<file path="config.mk">
export PLATFORM = sky130hd
export DESIGN_NAME = servo_pwm_bank
export DESIGN_NICKNAME = d
export VERILOG_FILES = /design/src/rtl/servo_pwm_bank.sv
export SDC_FILE = /design/constraint.sdc
export NUM_CORES = 1
export LEC_CHECK = 0
export BUFFER_PORTS_ARGS = -buffer_cell sky130_fd_sc_hd__buf_2
export CAP_MARGIN = 0
export CORE_UTILIZATION = 32
export DETAILED_ROUTE_END_ITERATION = 12
export PLACE_DENSITY_LB_ADDON = 0.3
export SKIP_LAST_GASP = 1
export SLEW_MARGIN = 0
export SYNTH_ARGS = -nofsm -noshare
export SYNTH_HDL_FRONTEND = slang
export SYNTH_SLANG_ARGS = --single-unit
</file>
<file path="constraint.sdc">
create_clock -name clk -period 3.45 [get_ports clk]
set_clock_uncertainty 0.2 [all_clocks]
set_input_delay 0.5175 -clock clk [delete_from_list [all_inputs] [get_ports clk]]
set_output_delay 0.5175 -clock clk [all_outputs]
set_load 0.02 [all_outputs]
</file>
<file path="src/rtl/servo_pwm_bank.sv">
// N-channel servo pulse generator: one shared frame timebase, a per-channel
// arm/drive/gap sequencer and a valid/ready command port with width clamping.
module servo_pwm_bank #(
  parameter int NUM_CH      = 3,
  parameter int CH_W        = 2,
  parameter int FRAME_TICKS = 1000000,
  parameter int FRAME_W     = 20,
  parameter int PULSE_W     = 17,
  parameter int MIN_PULSE   = 50000,
  parameter int MAX_PULSE   = 100000,
  parameter int HOLD_FRAMES = 50,
  parameter int GAP_FRAMES  = 50,
  parameter int FR_CNT_W    = 7
) (
  input  logic               clk,
  input  logic               rst,
  input  logic               cmd_valid,
  output logic               cmd_ready,
  input  logic [CH_W-1:0]    cmd_ch,
  input  logic [PULSE_W-1:0] cmd_width,
  output logic               cmd_err,
  output logic [NUM_CH-1:0]  pwm,
  output logic [NUM_CH-1:0]  busy,
  output logic [NUM_CH-1:0]  done
);

  typedef enum logic [1:0] {
    ST_IDLE,
    ST_ARMED,
    ST_DRIVE,
    ST_GAP
  } ch_state_e;

  localparam int CH_SPACE = 1 << CH_W;
  localparam int CMP_W    = (FRAME_W > PULSE_W) ? FRAME_W : PULSE_W;

  localparam logic [FRAME_W-1:0]  FRAME_LAST     = FRAME_W'(FRAME_TICKS - 1);
  localparam logic [FRAME_W-1:0]  FRAME_PRE_LAST = FRAME_W'(FRAME_TICKS - 2);
  localparam logic [PULSE_W-1:0]  MIN_W          = PULSE_W'(MIN_PULSE);
  localparam logic [PULSE_W-1:0]  MAX_W          = PULSE_W'(MAX_PULSE);
  localparam logic [FR_CNT_W-1:0] HOLD_LAST      = FR_CNT_W'(HOLD_FRAMES - 1);
  localparam logic [FR_CNT_W-1:0] GAP_LAST       = FR_CNT_W'(GAP_FRAMES - 1);

  // ---------------------------------------------------------------------------
  // Shared frame timebase
  // ---------------------------------------------------------------------------
  logic [FRAME_W-1:0] frame_cnt_q, frame_cnt_d;
  logic               frame_end;
  logic               frame_pre_end;

  assign frame_end     = (frame_cnt_q == FRAME_LAST);
  assign frame_pre_end = (frame_cnt_q == FRAME_PRE_LAST);

  always_comb begin
    frame_cnt_d = frame_end ? '0 : frame_cnt_q + FRAME_W'(1);
  end

  // NOTE: sequential state uses non-blocking (<=) so every register samples
  // pre-edge values; blocking (=) here would create order-dependent races.
  always_ff @(posedge clk) begin
    if (rst) frame_cnt_q <= '0;
    else     frame_cnt_q <= frame_cnt_d;
  end

  // ---------------------------------------------------------------------------
  // Command port: decode, handshake, clamp, error flag
  // ---------------------------------------------------------------------------
  logic [NUM_CH-1:0]   ch_idle;
  logic [NUM_CH-1:0]   accept;
  logic [CH_SPACE-1:0] idle_pad;
  logic                ch_valid;
  logic [PULSE_W-1:0]  clamped_width;
  logic                cmd_err_q, cmd_err_d;

  assign ch_valid = (int'(cmd_ch) < NUM_CH);

  // Unpopulated channel slots read as idle so an invalid command is accepted
  // (and dropped) instead of stalling the decoder forever.
  always_comb begin
    idle_pad              = '1;
    idle_pad[NUM_CH-1:0]  = ch_idle;
  end

  assign cmd_ready = idle_pad[cmd_ch];

  always_comb begin
    // NOTE: every path assigns clamped_width, so no latch is inferred; an
    // if without a final else in always_comb would infer one.
    if (cmd_width < MIN_W)      clamped_width = MIN_W;
    else if (cmd_width > MAX_W) clamped_width = MAX_W;
    else                        clamped_width = cmd_width;
  end

  assign cmd_err_d = cmd_valid && !ch_valid;

  always_ff @(posedge clk) begin
    if (rst) cmd_err_q <= 1'b0;
    else     cmd_err_q <= cmd_err_d;
  end

  assign cmd_err = cmd_err_q;

  // ---------------------------------------------------------------------------
  // Per-channel sequencers
  // ---------------------------------------------------------------------------
  for (genvar i = 0; i < NUM_CH; i++) begin : g_ch
    ch_state_e           state_q, state_d;
    logic [FR_CNT_W-1:0] frames_q, frames_d;
    logic [PULSE_W-1:0]  width_q, width_d;
    logic                pwm_q, pwm_d;
    logic                busy_q, busy_d;
    logic                done_q, done_d;
    logic                last_hold;
    logic                last_gap;

    assign ch_idle[i] = (state_q == ST_IDLE);
    assign accept[i]  = cmd_valid && (cmd_ch == CH_W'(i)) && ch_idle[i];
    assign last_hold  = (frames_q == HOLD_LAST);
    assign last_gap   = (frames_q == GAP_LAST);

    // State register, including the registered outputs.
    always_ff @(posedge clk) begin
      if (rst) begin
        state_q  <= ST_IDLE;
        frames_q <= '0;
        // NOTE: the stored width is a per-channel register, not a RAM, so it
        // is cleared on reset like the rest of the state.
        width_q  <= '0;
        pwm_q    <= 1'b0;
        busy_q   <= 1'b0;
        done_q   <= 1'b0;
      end else begin
        state_q  <= state_d;
        frames_q <= frames_d;
        width_q  <= width_d;
        pwm_q    <= pwm_d;
        busy_q   <= busy_d;
        done_q   <= done_d;
      end
    end

    // Next-state logic.
    always_comb begin
      state_d  = state_q;
      frames_d = frames_q;
      width_d  = width_q;
      unique case (state_q)
        ST_IDLE: begin
          if (accept[i]) begin
            width_d  = clamped_width;
            frames_d = '0;
            // Accepting on the last tick of a frame starts driving at once.
            state_d  = frame_end ? ST_DRIVE : ST_ARMED;
          end
        end
        ST_ARMED: begin
          if (frame_end) begin
            state_d  = ST_DRIVE;
            frames_d = '0;
          end
        end
        ST_DRIVE: begin
          if (frame_end) begin
            if (last_hold) begin
              frames_d = '0;
              state_d  = (GAP_FRAMES == 0) ? ST_IDLE : ST_GAP;
            end else begin
              frames_d = frames_q + FR_CNT_W'(1);
            end
          end
        end
        ST_GAP: begin
          if (frame_end) begin
            if (last_gap) begin
              frames_d = '0;
              state_d  = ST_IDLE;
            end else begin
              frames_d = frames_q + FR_CNT_W'(1);
            end
          end
        end
        default: begin
          state_d  = ST_IDLE;
          frames_d = '0;
        end
      endcase
    end

    // Output logic. done is looked ahead by one tick so the registered pulse
    // lands on the final cycle of the sequence, while busy is still high.
    always_comb begin
      pwm_d  = (state_q == ST_DRIVE) && (CMP_W'(frame_cnt_q) < CMP_W'(width_q));
      busy_d = (state_d != ST_IDLE);
      done_d = frame_pre_end &&
               (((state_q == ST_GAP) && last_gap) ||
                ((GAP_FRAMES == 0) && (state_q == ST_DRIVE) && last_hold));
    end

    assign pwm[i]  = pwm_q;
    assign busy[i] = busy_q;
    assign done[i] = done_q;
  end

endmodule

</file>
==> results_dict.tcl, run 1 <==
set metrics [dict create \
    post_cts_buffers 0 \
    hold_violations 0 \
    cts_tree "done" \
    ys_top_cells_by_count "108 x dfxtp_1, 61 x inv_1, 58 x nor2_1, 56 x ha_1, 46 x nand2_1" \
    timing.fmax_mhz 378 \
    slew_headroom_pct 48.2 \
    post_dp_cell_area_um2 6370 \
    total_leakage_power_nw 2.53 \
    yosysTopAreaCellShare_pct 35.9 \
    ys_warn_count 0 \
    grt_pass1_wl_um 25100 \
    drc 1 \
    grt_usage_pct 16.6 \
    rr_startpoint "frame_cnt_q[0]" \
    critPathLaunchType "flip-flop" \
    start_util_pct 33.1 \
    post_drt_wl_per_cell_um 16.5 \
    drt_iter0_drc 341 \
    synthTopCellsByArea "dfxtp_1 36%, ha_1 12%, inv_1 3.8%, nor2_1 3.6%, nand3_1 3.0%" \
    synth_top_area_cell "dfxtp_1" \
    syn_nets 776 \
    reg2reg_depth 5 \
    setup_viol 0 \
    power_density_nw_per_um2 394 \
    coreArea_um2 18200 \
    drt_first_pass_iters 9 \
    yosysMostFrequentCell "dfxtp_1" \
    drv_cap 0 \
    min_path_cells 2 \
    synth_area_um2 6020 \
    core.rowCount 49 \
    cts_buffer_depth 2 \
    worst_pin_slew_ns 0.772 \
    crit_chain "ha_1, nand2_1, o31ai_2, nor2b_1, a32o_1" \
    reg2reg_to "g_ch[1].frames_q[2]" \
    dp_worst_setup_slack_ns 0.847 \
    die_h_um 139 \
    drive_above_1_share_pct 10.8 \
    ctsRootBufferMaster "clkbuf_16" \
    end_kind "flip-flop" \
    slew_violations 0 \
    instances_no_fill 945 \
    rsz0062_at_grt "no" \
    ys.flop_type "dfxtp_1" \
    setup.worst_path.class "flip-flop to flip-flop" \
    ant_nets 0 \
    synth-edff-count 0 \
    worst-path-buf-inv 0 \
    totalNegativeSetupSlack_ns 0 \
    slowest_delay_ns 0.67 \
    syn_to_final_growth_pct 10.8 \
    worst_ep_required_time_ns 3.56 \
    grt_overflow_total 0 \
    synth_cell_types 64 \
    dpl.hpwl_um 11800 \
    worstPathArrival_ns 2.75 \
    cts_buffers 9 \
    clk_pin_slew_ns 0.07 \
    routed_wl_um 15600 \
    worst-path-max-fanout 10 \
    routed_via_density 5.29 \
    antenna_found_initial 0 \
    io_buffers 32 \
    peakVddDrop_uv 242 \
    crit_slowest_cell "o31ai_2" \
    synthArstFlopShare_pct 0 \
    ff2ff_setup_slack_ns 0.80 \
    worst_slack_ns 0.803 \
    outcome "complete, but fails checks" \
    postSynthCellCount 698 \
    violations "design-rule violations" \
    grt_max_degree 31 \
    dp.cells 930 \
    routabilityCongestion 0.800 \
    avgSynthCellArea_um2 8.63 \
    holdCritStartpoint "cmd_width[13]" \
    worstHoldEndpoint "g_ch[2].width_q[13]" \
    vias 5000 \
    die_width_um 139 \
    ioPinCount 33 \
    fin_crit_sh_pct 76.7 \
    crit_family "compound AO/OA/AOI/OAI gates" \
    ys_ff_latch 108 \
    fin_util_pct 36.6 \
    synth_sequential_area_ratio_pct 35.9 \
    final.min_clock_period_ns 2.65 \
    grt_pass1_vias 4519 \
    stdcell_area_um2 6670 \
    htreeDepth 3 \
    hold_class "input pin to flip-flop" \
    layout.nets 790 \
    ctsResizeCount 0 \
    cts.sinks 108 \
    fp.dieArea_um2 19400 \
    insertion_delay_ns 0.36 \
    cts_hold_buf 0 \
    antenna_cells 0 \
]
[worst max-delay path by stage]
stage | start | endpoint | cells past startpoint
finish | frame_cnt_q[0] | g_ch[1].frames_q[2] | 5
global route | frame_cnt_q[0] | g_ch[1].frames_q[3] | 5
CTS | frame_cnt_q[0] | g_ch[1].frames_q[2] | 5
detailed placement | frame_cnt_q[0] | g_ch[0].frames_q[3] | 5
global placement | cmd_width[6] | g_ch[2].width_q[2] | 6
floorplan | cmd_width[6] | g_ch[2].width_q[6] | 6
[metal layers]
| metal | global-route usage, % | wire length (um) |
|---|---|---|
| met5 | 0 | 0 |
| met4 | 6.14 | 300 |
| met3 | 2.56 | 488 |
| met2 | 24.4 | 6560 |
| met1 | 24.3 | 8210 |
[state kept, by name (all words and copies together) (netlist names)]
register       count
g_ch.done_q        3
g_ch.width_q      51
frame_cnt_q       20
g_ch.busy_q        3
g_ch.pwm_q         3
g_ch.frames_q     21
cmd_err            1
g_ch.state_q       6
[cells in the final DEF (no fill, tap or decap), drive strengths merged, types with 3 or more instances in the layout]
master  count
a211oi     13
a21o       15
a21oi      26
a31oi       7
a32o       17
a41oi       3
and2        4
and3       12
and4        3
buf        43
clkbuf     10
dfxtp     108
ha         56
inv        63
nand2      46
nand2b      7
nand3      36
nand4      17
nor2       58
nor2b      15
nor3       19
nor3b       7
nor4       10
nor4b       5
o211ai      3
o21a        3
o21ai      30
o31ai       8
o32ai      19
o41ai       3
xnor2       4
xor2       14
[power by group]
part	total, mW	internal (mW)	leakage [nW]	switching, mW
Combinational	0.265	0.0944	1.51	0.171
Sequential	1.29	1.27	0.875	0.0188
Clock	1.07	0.583	0.142	0.487
[logic make-up (layout without fill, tap and decap cells)]
family / count (synthesis) / count (layout) / share of synthesized area [%]
buffers and inverters: 102 / 120 / 7.09
flip-flops: 108 / 108 / 35.9
AND/OR/NAND/NOR: 249 / 249 / 22.1
XOR/XNOR: 18 / 18 / 2.62
adder cells (fa/ha/maj): 56 / 56 / 11.6
AO/OA/AOI/OAI: 162 / 162 / 20.1
multiplexers: 3 / 3 / 0.520
[metrics by stage]
stage | power [mW] | hold slack, ns
6_report | 2.63 | 0.232
5_1_grt | 2.74 | 0.234
4_1_cts | 2.65 | 0.229
3_5_place_dp | 1.59 | 0.247
3_3_place_gp | 1.59 | 0.233
2_1_floorplan | 1.50 | 0.220
[area by class of cell]
type	instances	area (um2)
Clock inverter	5	61.3
Multi-Input combinational cell	488	3440
Sequential cell	108	2160
Fill cell	1871	11500
Clock buffer	10	239
Timing Repair Buffer	43	243
Tap cell	229	287
Inverter	62	233
Power figures use the tool's default switching activity.
==> run 2: changes to the inputs <==
Clock period 3.45 ns to 2.2 ns, I/O delays scaled along.
==> run 2 against run 1 <==
  * The flow still finishes with violations (design-rule violations)
  * Critical path depth unchanged
  * Sequential power grew 57%
  * Via count up 3.5%
  * Register-to-register slack worse by 0.71 ns
  * Count of clock-buffer cells in the layout decreased by 1
  * First-iteration DRC count decreased by 21%
  * Combinational power is 74% higher
==> results_dict.tcl, run 2 (synthesis gave the netlist of run 1 again) <==
set metrics [dict create \
    maxUsedRoutingLayer "met4" \
    ioPinCount 33 \
    timing.fmax_mhz 474 \
    ff2ff_setup_slack_ns 0.09 \
    routed_via_density 5.14 \
    drive_above_1_share_pct 18.2 \
    rsz0062_at_grt "no" \
    drc 1 \
    violations "design-rule violations" \
    coreArea_um2 18200 \
    total_leakage_power_nw 2.86 \
    worst_ep_required_time_ns 2.26 \
    power_density_nw_per_um2 581 \
    routabilityCongestion 0.809 \
    hold_class "input pin to flip-flop" \
    drt_first_pass_iters 8 \
    slowest_delay_ns 0.39 \
    nFillCells 1852 \
    grt_pass1_wl_um 25400 \
    regMostFlops "g_ch.width_q" \
    dp.cells 989 \
    cts_buffers 9 \
    instances_no_fill 1008 \
    drt_iter0_drc 269 \
    layout_commonest_cell "dfxtp_1" \
    cts.sinks 108 \
    totalNegativeSetupSlack_ns 0 \
    routed_wl_um 15500 \
    slew_violations 0 \
    final_cell_mix "107 x dfxtp_1, 69 x buf_4, 61 x inv_1, 58 x nor2_1, 56 x ha_1" \
    slew_headroom_pct 71.5 \
    post_drt_wl_per_cell_um 15.3 \
    crit_end "g_ch[2].frames_q[5]" \
    final.min_clock_period_ns 2.11 \
    fin_crit_sh_pct 95.9 \
    antenna_found_initial 0 \
    ant_nets 0 \
    antenna_cells 0 \
    vias 5177 \
    ctsRootBufferMaster "clkbuf_16" \
    crit_family "simple AND/OR/NAND/NOR gates" \
    die_h_um 139 \
    worst-path-buf-inv 0 \
    cts_buffer_depth 2 \
    layout.nets 852 \
    die_width_um 139 \
    crit_chain "nor4b_4, nand4_4, or2_1, or3_4, o31ai_1" \
    clk_pin_slew_ns 0.08 \
    fp.dieArea_um2 19400 \
    worstPathArrival_ns 2.17 \
    path_depth 5 \
    cts_tree "done" \
    reg2reg_depth 5 \
    met1_length_um 8210 \
    critical_path.startpoint "frame_cnt_q[8]" \
    htreeDepth 3 \
    peakVddDrop_uv 352 \
    grt_max_degree 31 \
    top_regs "g_ch.width_q: 51 flops, g_ch.frames_q: 21 flops, frame_cnt_q: 20 flops" \
    rr_startpoint "frame_cnt_q[8]" \
    worst-path-max-fanout 4 \
    syn_to_final_growth_pct 19.6 \
    grt_overflow_total 0 \
    end_kind "flip-flop" \
    dr_wl_met2_um 6630 \
    reg2reg_to "g_ch[2].frames_q[5]" \
    core.rowCount 49 \
    start_util_pct 33.1 \
    worst_pin_slew_ns 0.423 \
    setup_viol 0 \
    crit_slowest_cell "or3_4" \
    cts_hold_buf 0 \
    io_buffers 32 \
    outcome "complete, but fails checks" \
    largest_reg_flops 51 \
    dpl.hpwl_um 12100 \
    grt_usage_pct 16.6 \
    insertion_delay_ns 0.36 \
    routed-wl-met3_um 414 \
    setup.worst_path.class "flip-flop to flip-flop" \
    hold_violations 0 \
    grt_pass1_vias 4836 \
    drv_cap 0 \
    critPathLaunchType "flip-flop" \
]
==> run 2: timing repair <==
action / in CTS / in global routing
buffers inserted: 0 / 3
setup endpoints to repair: 0 / 9
resized for setup: 0 / 4
==> run 2: metrics by stage <==
stage | util [%] | setup WS (ns) | power (mW) | hold WS [ns] | instance area [um2]
global route | 39.5 | 0.0120 | 4.35 | 0.0468 | 7200
finish | 39.5 | 0.0905 | 4.18 | 0.0389 | 7200
CTS | 39.3 | 0.0436 | 4.23 | 0.0275 | 7160
detailed placement | 37.6 | -0.177 | 2.53 | 0.249 | 6850
global placement | 37.6 | -0.158 | 2.53 | 0.236 | 6850
floorplan | - | 0.0181 | 2.35 | 0.220 | 6020
==> run 2: report_power, final <==
part	leakage (nW)	total, mW	internal [mW]	switching, mW
logic	1.84	0.461	0.185	0.276
clock network	0.145	1.70	0.902	0.798
registers	0.875	2.02	2.00	0.0241
==> run 2: how the worst min path moves through the flow <==
stage,start,endpoint,slack [ns],cells after the start
2_1_floorplan,g_ch[2].width_q[4],g_ch[2].width_q[4],0.22,2
3_3_place_gp,g_ch[2].width_q[4],g_ch[2].width_q[4],0.24,2
3_5_place_dp,g_ch[2].width_q[4],g_ch[2].width_q[4],0.25,2
4_1_cts,cmd_width[13],g_ch[2].width_q[13],0.03,2
5_1_grt,cmd_width[11],g_ch[2].width_q[11],0.05,2
6_report,cmd_width[11],g_ch[2].width_q[11],0.04,2
==> run 2: area by class of cell <==
type | instances | area [um2] | area share, %
multi-input cells | 488 | 3460 | 48.1
flip-flops and latches | 108 | 2160 | 30.0
repair buffers | 105 | 749 | 10.4
well taps | 229 | 287 | 3.98
inverters | 62 | 233 | 3.23
clock buffers | 9 | 225 | 3.13
clock inverters | 7 | 82.6 | 1.15
==> run 2: layer usage <==
| metal | vias to the layer above | global-route usage, % |
|---|---|---|
| met3 | 13 | 2.38 |
| met5 | - | 0 |
| met4 | 0 | 4.56 |
| met1 | 2414 | 24.4 |
| met2 | 69 | 25.0 |
| li1 | 2681 | - |
==> run 2: worst reg2reg max path: cells and delay by family, from the launching register on <==
family | cells | cell delay, ns
compound gates | 1 | 0.23
flops | 1 | 0.34
simple gates | 4 | 1.25
